`src/rtl/pipeline_controller_pkg.sv`:
```
// Shared types and defaults for the pipeline run/step/halt sequencer.
// The enum values are also the o_state debug readout.
package pipeline_controller_pkg;

    localparam int NB_STATE                = 3;
    localparam int NB_CMD                  = 2;
    localparam int N_DRAIN_CYCLES_DEFAULT  = 3;
    localparam int NB_DRAIN_CNT_DEFAULT    = 2;
    localparam int NB_CYCLE_COUNT_DEFAULT  = 32;

    typedef enum logic [NB_STATE-1:0] {
        ST_IDLE   = 3'd0,
        ST_RUN    = 3'd1,
        ST_STEP   = 3'd2,
        ST_DRAIN  = 3'd3,
        ST_HALTED = 3'd4
    } state_t;

    typedef enum logic [NB_CMD-1:0] {
        CMD_NOP   = 2'b00,
        CMD_RUN   = 2'b01,
        CMD_STEP  = 2'b10,
        CMD_PAUSE = 2'b11
    } cmd_t;

    typedef struct packed {
        logic pc_en;
        logic if_id_en;
        logic if_id_flush;
        logic pipe_en;
    } pipe_ctrl_t;

endpackage

```
`src/rtl/pipeline_controller_if.sv`:
```
// Debug command channel into the pipeline sequencer.
// A command transfers on a clock edge where cmd_valid and cmd_ready are both high;
// cmd_ready never depends on cmd_valid, and an unaccepted command may be withdrawn.
interface pipeline_controller_if
    import pipeline_controller_pkg::*;
();
    logic              cmd_valid;
    logic [NB_CMD-1:0] cmd;
    logic              cmd_ready;

    modport master (output cmd_valid, output cmd, input  cmd_ready);
    modport slave  (input  cmd_valid, input  cmd, output cmd_ready);
endinterface

```
`src/rtl/pipeline_controller_sat_counter.sv`:
```
// Up-counter that sticks at all-ones instead of wrapping.
module sat_counter #(
    parameter int NB = 32
) (
    input  logic          i_clk,
    input  logic          i_reset,
    input  logic          i_en,
    output logic [NB-1:0] o_count
);
    logic [NB-1:0] count_q;
    logic [NB-1:0] count_d;

    always_comb begin
        count_d = count_q;
        if (i_en && (count_q != {NB{1'b1}})) begin
            count_d = count_q + 1'b1;
        end
    end

    always_ff @(posedge i_clk) begin
        if (i_reset) begin
            count_q <= '0;
        end else begin
            count_q <= count_d;
        end
    end

    assign o_count = count_q;
endmodule

```
`src/rtl/pipeline_controller.sv`:
```
// Run/step/halt sequencer for the 5-stage pipeline: decodes debug commands, merges the
// load-use stall, detects HALT at ID and drains EX/MA/WB before freezing the core.
module pipeline_controller
    import pipeline_controller_pkg::*;
#(
    parameter int N_DRAIN_CYCLES = N_DRAIN_CYCLES_DEFAULT,
    parameter int NB_DRAIN_CNT   = NB_DRAIN_CNT_DEFAULT,
    parameter int NB_CYCLE_COUNT = NB_CYCLE_COUNT_DEFAULT
) (
    input  logic                      i_clk,
    input  logic                      i_reset,
    pipeline_controller_if.slave      cmd_bus,
    input  logic                      i_id_stall,
    input  logic                      i_id_halt,
    output logic                      o_pc_en,
    output logic                      o_if_id_en,
    output logic                      o_if_id_flush,
    output logic                      o_pipe_en,
    output logic [NB_STATE-1:0]       o_state,
    output logic                      o_halted,
    output logic                      o_step_done,
    output logic [NB_CYCLE_COUNT-1:0] o_cycle_count
);
    localparam logic [NB_DRAIN_CNT-1:0] DRAIN_LOAD = NB_DRAIN_CNT'(N_DRAIN_CYCLES - 1);

    state_t                  state_q, state_d;
    logic [NB_DRAIN_CNT-1:0] cnt_q, cnt_d;
    logic                    halted_q, halted_d;
    logic                    step_done_q, step_done_d;
    pipe_ctrl_t              ctrl;
    logic                    cmd_ready;
    logic                    cmd_fire;
    logic                    halt_take;
    cmd_t                    cmd;

    assign cmd_ready = (state_q == ST_IDLE) || (state_q == ST_RUN);
    assign cmd_fire  = cmd_bus.cmd_valid && cmd_ready;
    assign cmd       = cmd_t'(cmd_bus.cmd);
    // A HALT sitting behind a load-use stall is only taken once the stall clears.
    assign halt_take = i_id_halt && !i_id_stall;

    always_comb begin
        state_d     = state_q;
        cnt_d       = cnt_q;
        step_done_d = 1'b0;
        ctrl        = '0;
        case (state_q)
            ST_IDLE: begin
                if (cmd_fire && (cmd == CMD_RUN)) begin
                    state_d = ST_RUN;
                end else if (cmd_fire && (cmd == CMD_STEP)) begin
                    state_d = ST_STEP;
                end
            end
            ST_RUN, ST_STEP: begin
                ctrl.pipe_en  = 1'b1;
                ctrl.pc_en    = !i_id_stall;
                ctrl.if_id_en = !i_id_stall;
                if (halt_take) begin
                    state_d = ST_DRAIN;
                    cnt_d   = DRAIN_LOAD;
                end else if (state_q == ST_STEP) begin
                    state_d     = ST_IDLE;
                    step_done_d = 1'b1;
                end else if (cmd_fire && (cmd == CMD_PAUSE)) begin
                    state_d = ST_IDLE;
                end
            end
            ST_DRAIN: begin
                // Keep bubbling IF/ID so nothing behind HALT enters the back end.
                ctrl.pipe_en     = 1'b1;
                ctrl.if_id_en    = 1'b1;
                ctrl.if_id_flush = 1'b1;
                if (cnt_q == '0) begin
                    state_d = ST_HALTED;
                end else begin
                    cnt_d = cnt_q - 1'b1;
                end
            end
            ST_HALTED: begin
                state_d = ST_HALTED;
            end
            default: begin
                state_d = ST_IDLE;
            end
        endcase
        halted_d = (state_d == ST_HALTED);
    end

    always_ff @(posedge i_clk) begin
        if (i_reset) begin
            state_q     <= ST_IDLE;
            cnt_q       <= '0;
            halted_q    <= 1'b0;
            step_done_q <= 1'b0;
        end else begin
            state_q     <= state_d;
            cnt_q       <= cnt_d;
            halted_q    <= halted_d;
            step_done_q <= step_done_d;
        end
    end

    sat_counter #(
        .NB (NB_CYCLE_COUNT)
    ) u_cycle_counter (
        .i_clk   (i_clk),
        .i_reset (i_reset),
        .i_en    (ctrl.pipe_en),
        .o_count (o_cycle_count)
    );

    assign cmd_bus.cmd_ready = cmd_ready;
    assign o_pc_en           = ctrl.pc_en;
    assign o_if_id_en        = ctrl.if_id_en;
    assign o_if_id_flush     = ctrl.if_id_flush;
    assign o_pipe_en         = ctrl.pipe_en;
    assign o_state           = state_q;
    assign o_halted          = halted_q;
    assign o_step_done       = step_done_q;
endmodule

```
`src/flat_wrapper.sv`:
```
// flat-port wrapper written by rule: the top's interface ports become plain ports
module pipeline_controller_flat import pipeline_controller_pkg::*;
#(
    parameter int N_DRAIN_CYCLES = N_DRAIN_CYCLES_DEFAULT,
    parameter int NB_DRAIN_CNT   = NB_DRAIN_CNT_DEFAULT,
    parameter int NB_CYCLE_COUNT = NB_CYCLE_COUNT_DEFAULT
)
  (i_clk, i_reset, i_id_stall, i_id_halt, o_pc_en, o_if_id_en, o_if_id_flush, o_pipe_en, o_state, o_halted, o_step_done, o_cycle_count, cmd_bus_cmd_valid, cmd_bus_cmd, cmd_bus_cmd_ready);
  pipeline_controller_if cmd_bus_i ();
  input  logic i_clk;
  input  logic i_reset;
  input  logic i_id_stall;
  input  logic i_id_halt;
  output logic o_pc_en;
  output logic o_if_id_en;
  output logic o_if_id_flush;
  output logic o_pipe_en;
  output logic [NB_STATE-1:0] o_state;
  output logic o_halted;
  output logic o_step_done;
  output logic [NB_CYCLE_COUNT-1:0] o_cycle_count;
  input wire logic [$bits(cmd_bus_i.cmd_valid)-1:0] cmd_bus_cmd_valid;
  input wire logic [$bits(cmd_bus_i.cmd)-1:0] cmd_bus_cmd;
  output wire logic [$bits(cmd_bus_i.cmd_ready)-1:0] cmd_bus_cmd_ready;
  assign cmd_bus_i.cmd_valid = cmd_bus_cmd_valid;
  assign cmd_bus_i.cmd = cmd_bus_cmd;
  assign cmd_bus_cmd_ready = cmd_bus_i.cmd_ready;
  pipeline_controller #(.N_DRAIN_CYCLES(N_DRAIN_CYCLES), .NB_DRAIN_CNT(NB_DRAIN_CNT), .NB_CYCLE_COUNT(NB_CYCLE_COUNT)) u_core (.i_clk(i_clk), .i_reset(i_reset), .cmd_bus(cmd_bus_i), .i_id_stall(i_id_stall), .i_id_halt(i_id_halt), .o_pc_en(o_pc_en), .o_if_id_en(o_if_id_en), .o_if_id_flush(o_if_id_flush), .o_pipe_en(o_pipe_en), .o_state(o_state), .o_halted(o_halted), .o_step_done(o_step_done), .o_cycle_count(o_cycle_count));
endmodule
```
`config.mk`:
```
export PLATFORM = sky130hd
export DESIGN_NAME = pipeline_controller_flat
export DESIGN_NICKNAME = d
export VERILOG_FILES = /design/src/rtl/pipeline_controller_pkg.sv /design/src/rtl/pipeline_controller_if.sv /design/src/rtl/pipeline_controller_sat_counter.sv /design/src/rtl/pipeline_controller.sv /design/src/flat_wrapper.sv
export SDC_FILE = /design/constraint.sdc
export NUM_CORES = 1
export LEC_CHECK = 0
export BUFFER_PORTS_ARGS = -buffer_cell sky130_fd_sc_hd__buf_4
export CORE_UTILIZATION = 45
export DETAILED_ROUTE_END_ITERATION = 12
export PLACE_DENSITY = 0.69
export SLEW_MARGIN = 10
export SYNTH_ARGS = -nofsm -noshare
export SYNTH_HDL_FRONTEND = slang
export SYNTH_HIERARCHICAL = 1
export SYNTH_SLANG_ARGS = --single-unit
```
`constraint.sdc`:
```
create_clock -name i_clk -period 4.5 [get_ports i_clk]
set_input_delay 0.9 -clock i_clk [delete_from_list [all_inputs] [get_ports i_clk]]
set_output_delay 0.9 -clock i_clk [all_outputs]
set_load 0.05 [all_outputs]
```
# After elaboration in Yosys (flattened, before gate mapping)
# Index checks and enable logic that the tools add are counted.
[classes]
add_sub_neg = 2
n_eq_ne = 11
n_mux = 15
bitwise_logic = 1
n_reduce_logical = 15
[op_table]
columns = ["operator", "n"]
rows = [
  ["$add A32 B1 Y32 const B", 1],
  ["$ne A32 B32 Y1 const B", 1],
  ["$mux W3", 6],
  ["$pmux W3 S4", 1],
  ["$eq A3 B2 Y1 const B", 2],
  ["$eq A3 B3 Y1 const B", 2],
  ["$logic_and A1 B1 Y1", 6],
  ["$reduce_or A3 Y1", 2],
  ["$eq A2 B2 Y1 const B", 2],
  ["$mux W1", 4],
  ["$mux W2", 2],
  ["$pmux W2 S2", 1],
  ["$eq A3 B1 Y1 const B", 1],
  ["$logic_not A3 Y1", 1],
  ["$reduce_and A3 Y1", 1],
  ["$eq A2 B1 Y1 const B", 1],
  ["$logic_not A2 Y1", 1],
  ["$ne A2 B1 Y1 const B", 1],
  ["$ne A2 B2 Y1 const B", 1],
  ["$pmux W1 S2", 1],
  ["$reduce_bool A2 Y1", 1],
  ["$reduce_or A2 Y1", 1],
  ["$sub A2 B1 Y2 const B", 1],
  ["$logic_not A1 Y1", 1],
  ["other kinds (2)", 2],
]
[word_totals]
reg_bits = 39
in_bits = 7
word_cells = 49

# Logic depth before layout (Yosys ltp)
# Gate-level depths: netlist of run 1.
[depth]
ltp_word = 9
ltp_mapped = 8
mapped_depth_nobuf = 7

# Hierarchy
# The synthesis of run 1 kept the hierarchy.
[by_module_without_submodules]
columns = ["mod", "n_inst", "cells_per_inst", "area_per_inst_um2", "seq_area_each_um2"]
rows = [
  ["sat_counter", 1, 199, 1674.1, 640.6],
  ["pipeline_controller", 1, 44, 391.6, 140.1],
]

# Least setup slack after synthesis of run 1
# No wires, ideal clock.
[synth_timing]
path_kind = "reg2reg"
startpoint = "register u_core.state_q[0] (netlist: u_core/o_state[0])"
endpoint = "register u_core.u_cycle_counter.count_q[31] (netlist: u_core/u_cycle_counter/o_count[31])"
setup_ns = 0.121
arrival_ns = 3.420
slack_ns = 0.960
path_stages_with_launch = 9
path_cell_list = "dfxtp_1 > buf_2 > nor2_1 > nor2_1 > nand4_1 > nor4_2 > nand4_1 > nor4_1 > mux2_2"
[synth_between]
elab_chain_len = 4
elab_cells_between_ends = 6
cone_classes = "eq/ne: 3; mux: 1; reduce/logical: 2"
[synth_lines]
columns = ["element", "line_no", "rtl"]
rows = [
  ["start: declaration", "pipeline_controller.sv:26", "state_t state_q, state_d;"],
  ["start signal: assignment", "pipeline_controller.sv:97", "state_q <= state_d;"],
  ["$eq A3 B2 Y1 or $eq A3 B1 Y1 (tied branches)", "pipeline_controller.sv:47", "case (state_q)"],
  ["$reduce_or A3 Y1 (no line) *", "--", ""],
  ["$mux W1 *", "pipeline_controller.sv:47", ""],
  ["via o_pipe_en", "flat_wrapper.sv:17", "output logic o_pipe_en;"],
  ["$logic_and A1 B1 Y1 *", "pipeline_controller_sat_counter.sv:15", "if (i_en && (count_q != {NB{1'b1}})) begin"],
  ["end signal: assignment", "pipeline_controller_sat_counter.sv:24", "count_q <= count_d;"],
  ["end: declaration", "pipeline_controller_sat_counter.sv:10", "logic [NB-1:0] count_q;"],
]
# The timed path passes the listed nets; every way through them passes the cells marked *.
# A chain may end at the register's enable or synchronous reset.

# Final worst setup path of run 1
[layout_timing]
startpoint = "register u_core.state_q[1] (netlist: u_core/o_state[1])"
endpoint = "register u_core.u_cycle_counter.count_q[31] (netlist: u_core/u_cycle_counter/o_count[31])"
[layout_between]
elab_chain_len = 4
elab_cells_between_ends = 6
cone_classes = "eq/ne: 3; mux: 1; reduce/logical: 2"
[layout_lines]
columns = ["element", "line_no"]
rows = [
  ["$eq A3 B2 Y1 or $eq A3 B1 Y1 (tied branches)", "pipeline_controller.sv:47"],
  ["$reduce_or A3 Y1 (no line) *", "--"],
  ["$mux W1 *", "pipeline_controller.sv:47"],
  ["$logic_and A1 B1 Y1 *", "pipeline_controller_sat_counter.sv:15"],
]
# Mark *: on every way between the ends. The rest lies on a longest branch, timed or not.

==> results of run 1 <==
## stage by stage
step / cells / total power (uW)
finish: 339 / 643.4
floorplan: 243 / 408.1
CTS: 339 / 652.3
detailed placement: 331 / 426.8
global placement: 331 / 425.9
global route: 339 / 670.3
## power groups by stage
stage,logic (uW),clock network (uW),registers [uW]
floorplan,38.0,0,370
global placement,64.2,0,362
detailed placement,64.7,0,362
CTS,64.8,233,354
global route,69.5,246,355
finish,64.4,225,354
## registers in the layout (all words and copies together), names as in the netlist
name,count
u_core/u_cycle_counter/o_count,32
u_core/o_state,3
u_core/cnt_q,2
u_core/o_halted,1
u_core/o_step_done,1
## layout make-up
type,instances,area [um2],share of cell area
Inverter,5,18.77,0.007433
Clock buffer,7,76.32,0.03023
Multi-Input combinational cell,186,1211,0.4797
Clock inverter,1,5.005,0.001982
Timing Repair Buffer,49,367.9,0.1457
Tap cell,52,65.06,0.02577
Sequential cell,39,780.7,0.3092
## worst paths after layout
check	from	to	slack, ns
hold reg to reg	u_core/cnt_q[1]$_SDFFE_PP0P_	u_core/cnt_q[1]$_SDFFE_PP0P_	0.47
hold / removal	u_core/cnt_q[1]$_SDFFE_PP0P_	u_core/cnt_q[1]$_SDFFE_PP0P_	0.47
setup / recovery	u_core/o_state[1]$_SDFF_PP0_	u_core/u_cycle_counter/o_count[31]$_SDFFE_PP0P_	1.59
setup reg to reg	u_core/o_state[1]$_SDFF_PP0_	u_core/u_cycle_counter/o_count[31]$_SDFFE_PP0P_	1.59
## logic make-up after synthesis
family | synth area share
AO/OA/AOI/OAI | 0.1926
XOR/XNOR | 0.03392
adder cells (fa/ha/maj) | 0.01211
buffers and inverters | 0.03877
flip-flops | 0.3780
multiplexers | 0.01575
AND/OR/NAND/NOR | 0.3289
## routing by layer
layer | up-vias | global-route usage | share of wire
met3 | 7 | 0.03779 | 0.028
li1 | 1002 | - | -
met4 | 0 | 0.07778 | 0.015
met5 | - | 0 | 0
met2 | 34 | 0.3398 | 0.47
met1 | 945 | 0.2897 | 0.49
## synthesized netlist by cell type, types with 2 or more instances
library cell and count:
xor2_1 2, inv_1 5, nand3_1 13, a2111oi_0 2, nand2_1 10, ha_1 2
nor2_1 21, nor4_1 5, nor2b_1 3, nor3_1 2, or4_1 12, a21oi_1 25
clkbuf_1 8, and4b_1 2, buf_2 4, o31ai_1 13, and3_1 3, o21ai_0 9
dfxtp_1 39, a211oi_1 2, nand4_1 10, xnor2_1 6, and4_1 4, nor3b_1 2
nand2b_1 5, or3_1 10
## worst register-to-register path, stage by stage (launching register included)
cell and delay, ns:
dfxtp_1 0.51, nor2_1 0.13, nor2_1 0.32, nand4_1 0.38, nor4_2 0.63, nand4_1 0.17
nor4_1 0.30, mux2_2 0.37
==> impl_metrics.env, run 1 <==
export IMPL_placed_area_um2=2444
export IMPL_fin_crit_sh=0.6460
export IMPL_port_buffers=48
export IMPL_reg2reg_depth=7
export IMPL_crit_path_start_kind="flip-flop"
export IMPL_grt_pass1_vias=1794
export IMPL_vdd_drop_max_v=0.0002024
export IMPL_synth_top_flop_cell="dfxtp_1"
export IMPL_crit_required_ns=4.68
export IMPL_pwr_share_comb=0.100
export IMPL_fin_skew_ns=0.008292
export IMPL_numCtsBuffers=5
export IMPL_post_cts_resize_count=0
export IMPL_row_count=24
export IMPL_p_sw_uw=164.0
export IMPL_ant_nets=0
export IMPL_maxCapViolations=0
export IMPL_cts_reportedPaths_clkPinSlew_ns=0.08
export IMPL_drive_above_1_share=0.2334
export IMPL_cts_max_level=2
export IMPL_hold_viol_final=0
export IMPL_clock_latency_ns=0.29
export IMPL_cts_tree="done"
export IMPL_worst_hold_slack_ns=0.4663
export IMPL_crit_fanout=10
export IMPL_hold_class="reg -> reg"
export IMPL_critPathBufInv=0
export IMPL_power_share_switching=0.2549
export IMPL_finalNetCount=295
export IMPL_worst_path_stages=7
export IMPL_tns_ns=0
export IMPL_seq_area_frac_synth=0.3780
export IMPL_gr_total_overflow=0
export IMPL_syn_nets=252
export IMPL_p_int_uw=479.4
export IMPL_drt_wl_total_um=4931
export IMPL_syn_area_um2=2066
export IMPL_wl_per_cell_um=14.55
export IMPL_arrival_ns=3.09
export IMPL_ys_ff_latch=39
export IMPL_ys_warn_count=6
export IMPL_final_area_um2=2525
export IMPL_tightest_slew_ns=0.7776
export IMPL_powerDensity_nw_per_um2=254.8
export IMPL_relSlewSlack=0.4776
export IMPL_synth_edff_count=0
export IMPL_cpPeakStageDelay_ns=0.62
export IMPL_slowest_stage="nor4_2"
export IMPL_synthDistinctLibCells=50
export IMPL_rsz0062_at_grt="no"
export IMPL_cts_num_sinks=39
export IMPL_grt_max_degree=44
export IMPL_synth_area_leaders="dfxtp_1 38%, a21oi_1 6.1%, o31ai_1 4.7%"
export IMPL_p_leak_uw=0.0009004
export IMPL_max_freq_ghz=0.3440
export IMPL_drtIter0Drc=133
export IMPL_core_region_area_um2=4384
export IMPL_clock_path_buffers=2
export IMPL_final_common_cell="buf_4"
export IMPL_yosysTopAreaCellShare=0.3780
export IMPL_synthArstFlopShare=0
export IMPL_dp_slack_ns=1.623
export IMPL_cp_cell_sequence="nor2_1 -> nor2_1 -> nand4_1 -> nor4_2 -> nand4_1 -> nor4_1 -> mux2_2"
export IMPL_grt_pass1_wl_um=8480
export IMPL_outcome="completed"
export IMPL_most_common_layout_cells="49 x buf_4, 39 x dfxtp_1, 25 x a21oi_1, 21 x nor2_1"
export IMPL_diodes=0
export IMPL_power_share_clock=0.349
export IMPL_holdPathStages=1
export IMPL_post_cts_buffers=0
export IMPL_hpwl_um=3426
export IMPL_via_per_inst=5.864
export IMPL_grt_total_usage=0.2135
export IMPL_finalCriticalPeriod_ns=2.907
export IMPL_worstSetupPathType="reg -> reg"
export IMPL_gp_congestion=0.7531
export IMPL_die_area_um2=4866
export IMPL_vias=1988
export IMPL_p_seq_frac=0.551
export IMPL_worst_slack_ns=1.593
export IMPL_report_final_slew_viol_count=0
export IMPL_areaGrowthSynthToFinish_pct=22.23
export IMPL_end_kind="flip-flop"
export IMPL_antenna_found_initial=0
export IMPL_io_pins=49
export IMPL_nFillCells=412
export IMPL_die_width_um=69.76
export IMPL_crit_family="simple AND/OR/NAND/NOR gates"
export IMPL_die_y_um=69.76
export IMPL_drc=0
export IMPL_cts_hold_buf=0
export IMPL_finalSetupViolations=0
export IMPL_ctsRootBufferMaster="clkbuf_8"
export IMPL_syn_avg_cell_area_um2=8.501
export IMPL_drt_first_pass_iters=4
export IMPL_utilization=0.5759
export IMPL_netlist_instances=243
export IMPL_initial_core_util=0.4712
export IMPL_yosysTopAreaCell="dfxtp_1"
Note: power is estimated with default switching activity, not from simulation.
==> run 2, diff against run 1 <==
Settings changed: ABC_AREA set to 1, PLACE_DENSITY 0.69 to 0.67.
Clock period 4.5 ns to 2.7 ns, I/O delays scaled along.
==> run 2 against run 1 <==
Critical path depth down 1. Highest routed layer unchanged. Critical path type is now reg -> out. Core utilization down 1.1 points. Sequential share of layout area down 4.2 points. Synthesized area up 19%.
==> impl_metrics.env, run 2 <==
export IMPL_outcome="completed"
export IMPL_cts_hold_buf=0
export IMPL_rsz0062_at_grt="no"
export IMPL_io_pins=49
export IMPL_cts_reportedPaths_clkPinSlew_ns=0.07
export IMPL_final_area_um2=2920
export IMPL_fin_skew_ns=0.004301
export IMPL_power_share_clock=0.240
export IMPL_diodes=0
export IMPL_powerDensity_nw_per_um2=522.1
export IMPL_end_kind="output pin"
export IMPL_ys_warn_count=6
export IMPL_ant_nets=0
export IMPL_finalSetupViolations=0
export IMPL_drt_wl_total_um=6107
export IMPL_drc=0
export IMPL_maxCapViolations=0
export IMPL_reg2reg_depth=9
export IMPL_reg2reg_slack_ns=0.79
export IMPL_synth_top_flop_cell="dfxtp_1"
export IMPL_initial_core_util=0.4756
export IMPL_grt_max_degree=42
export IMPL_placed_cells=497
export IMPL_crit_fanout=4
export IMPL_nFillCells=526
export IMPL_placed_area_um2=2848
export IMPL_syn_area_um2=2460
export IMPL_die_width_um=75.94
export IMPL_hpwl_um=4500
export IMPL_vias=2532
export IMPL_dp_slack_ns=0.8222
export IMPL_largest_reg_flops=32
export IMPL_report_final_slew_viol_count=0
export IMPL_clock_path_buffers=2
export IMPL_drtIter0Drc=133
export IMPL_most_common_layout_cells="104 x nand2_1, 72 x nor2_1, 49 x buf_4, 41 x inv_1, 39 x dfxtp_1"
export IMPL_synthDistinctLibCells=28
export IMPL_clock_latency_ns=0.28
export IMPL_final_common_cell="nand2_1"
export IMPL_synthArstFlopShare=0
export IMPL_holdPathStages=2
export IMPL_cts_tree="done"
export IMPL_synth_edff_count=0
export IMPL_grt_pass1_vias=2280
export IMPL_drive_above_1_share=0.2171
export IMPL_seq_area_frac_synth=0.3174
export IMPL_synth_area_leaders="dfxtp_1 32%, nand2_1 16%, nor2_1 11%"
export IMPL_core_region_area_um2=5172
export IMPL_gr_total_overflow=0
export IMPL_die_y_um=75.94
export IMPL_p_sw_uw=597.5
export IMPL_timing_rr_start="u_core/u_cycle_counter/o_count[0]$_SDFFE_PP0P_"
export IMPL_p_seq_frac=0.414
export IMPL_hold_class="reg -> reg"
export IMPL_wl_per_cell_um=12.14
export IMPL_crit_path_start_kind="flip-flop"
export IMPL_grt_total_usage=0.2188
export IMPL_pwr_share_comb=0.346
export IMPL_gp_congestion=0.8701
export IMPL_antenna_found_initial=0
export IMPL_ys_ff_latch=39
export IMPL_tightest_slew_ns=0.5552
export IMPL_finalCriticalPeriod_ns=1.989
export IMPL_arrival_ns=1.45
export IMPL_syn_nets=395
export IMPL_synthTopCellsByCount="104 x nand2_1, 73 x nor2_1, 41 x inv_1"
export IMPL_max_freq_ghz=0.5027
export IMPL_tns_ns=0
export IMPL_vdd_drop_max_v=0.0005649
export IMPL_via_per_inst=5.034
export IMPL_ctsRootBufferMaster="clkbuf_8"
export IMPL_areaGrowthSynthToFinish_pct=18.72
export IMPL_relSlewSlack=0.6285
export IMPL_hold_viol_final=0
export IMPL_post_cts_resize_count=0
export IMPL_grt_pass1_wl_um=10350
export IMPL_p_int_uw=927.2
export IMPL_drt_first_pass_iters=5
export IMPL_min_to="u_core/cnt_q[0]$_SDFFE_PP0P_"
export IMPL_fin_crit_sh=0.7367
export IMPL_hold_start="u_core/cnt_q[0]$_SDFFE_PP0P_"
export IMPL_power_share_switching=0.3919
export IMPL_crit_required_ns=2.16
export IMPL_worst_slack_ns=0.7108
export IMPL_port_buffers=48
export IMPL_stdcell_count=503
export IMPL_finalNetCount=443
export IMPL_yosysMostFrequentCell="nand2_1"
export IMPL_yosysTopAreaCellShare=0.3174
export IMPL_worstSetupPathType="reg -> out"
export IMPL_r2r_end="u_core/u_cycle_counter/o_count[11]$_SDFFE_PP0P_"
export IMPL_die_area_um2=5766
export IMPL_row_count=26
export IMPL_cts_max_level=2
export IMPL_syn_avg_cell_area_um2=6.373
export IMPL_netlist_instances=386
export IMPL_post_cts_buffers=0
export IMPL_cts_num_sinks=39
export IMPL_yosysTopAreaCell="dfxtp_1"
export IMPL_numCtsBuffers=5
export IMPL_p_leak_uw=0.001368
run 2: cell types whose count changed after synthesis, sizes merged, moves of 11 or more:
cell   previous run  this run
inv               5        45
nand2            10       115
nand3            14        38
nor2             22        85
o31ai            13         0
or3              11         0
or4              12         0
run 2: through the flow:
stage | hold slack, ns | utilization | power (uW)
3_3_place_gp | 0.4720 | 0.5506 | 1168
2_1_floorplan | 0.4552 | - | 1028
5_1_grt | 0.4809 | 0.5646 | 1612
4_1_cts | 0.4838 | 0.5646 | 1542
3_5_place_dp | 0.4779 | 0.5506 | 1174
6_report | 0.4845 | 0.5646 | 1525
run 2: area by class of cell:
cell class	instances	area, um2	area share
sequential	39	780.7	0.2674
timing repair buffer	49	367.9	0.1260
inverter	46	172.7	0.05913
multi-input combinational	293	1439	0.4927
tap	70	87.58	0.02999
clock buffer	6	72.57	0.02485
run 2: kinds of logic after synthesis:
| group | synth area share |
|---|---|
| simple gates | 0.5086 |
| buf+inv | 0.09867 |
| flops | 0.3174 |
| fa+ha+maj | 0.01017 |
| compound gates | 0.06511 |
run 2: per-layer routing:
layer,up-vias,global-route usage,part of all wire
met5,-,0,0
met3,12,0.04699,0.054
met1,1123,0.2879,0.48
met2,73,0.3691,0.45
li1,1324,-,-
met4,0,0.04231,0.017
run 2: how the worst max path moves through the flow:
stage | from | endpoint | slack [ns]
5_1_grt | u_core/o_state[2]$_SDFF_PP0_ | o_if_id_en | 0.57
3_5_place_dp | u_core/u_cycle_counter/o_count[0]$_SDFFE_PP0P_ | u_core/u_cycle_counter/o_count[11]$_SDFFE_PP0P_ | 0.82
6_report | u_core/o_state[2]$_SDFF_PP0_ | o_if_id_en | 0.71
3_3_place_gp | u_core/u_cycle_counter/o_count[0]$_SDFFE_PP0P_ | u_core/u_cycle_counter/o_count[11]$_SDFFE_PP0P_ | 0.88
4_1_cts | u_core/o_state[2]$_SDFF_PP0_ | o_if_id_en | 0.69
2_1_floorplan | u_core/o_state[0]$_SDFF_PP0_ | u_core/u_cycle_counter/o_count[25]$_SDFFE_PP0P_ | 0.27
run 2: power by group through the flow:
stage	clock network [uW]	registers, uW	logic [uW]
finish	366	631	527
CTS	380	631	530
global placement	0	643	526
global route	404	635	573
detailed placement	0	645	529
floorplan	0	716	312
run 2: worst max-delay path, stage by stage, from the launching register on:
cell     delay, ns
dfxtp_1       0.34
inv_1         0.13
nand3_1       0.16
nand2_1       0.15
inv_1         0.06
o21ai_1       0.11
buf_4         0.21
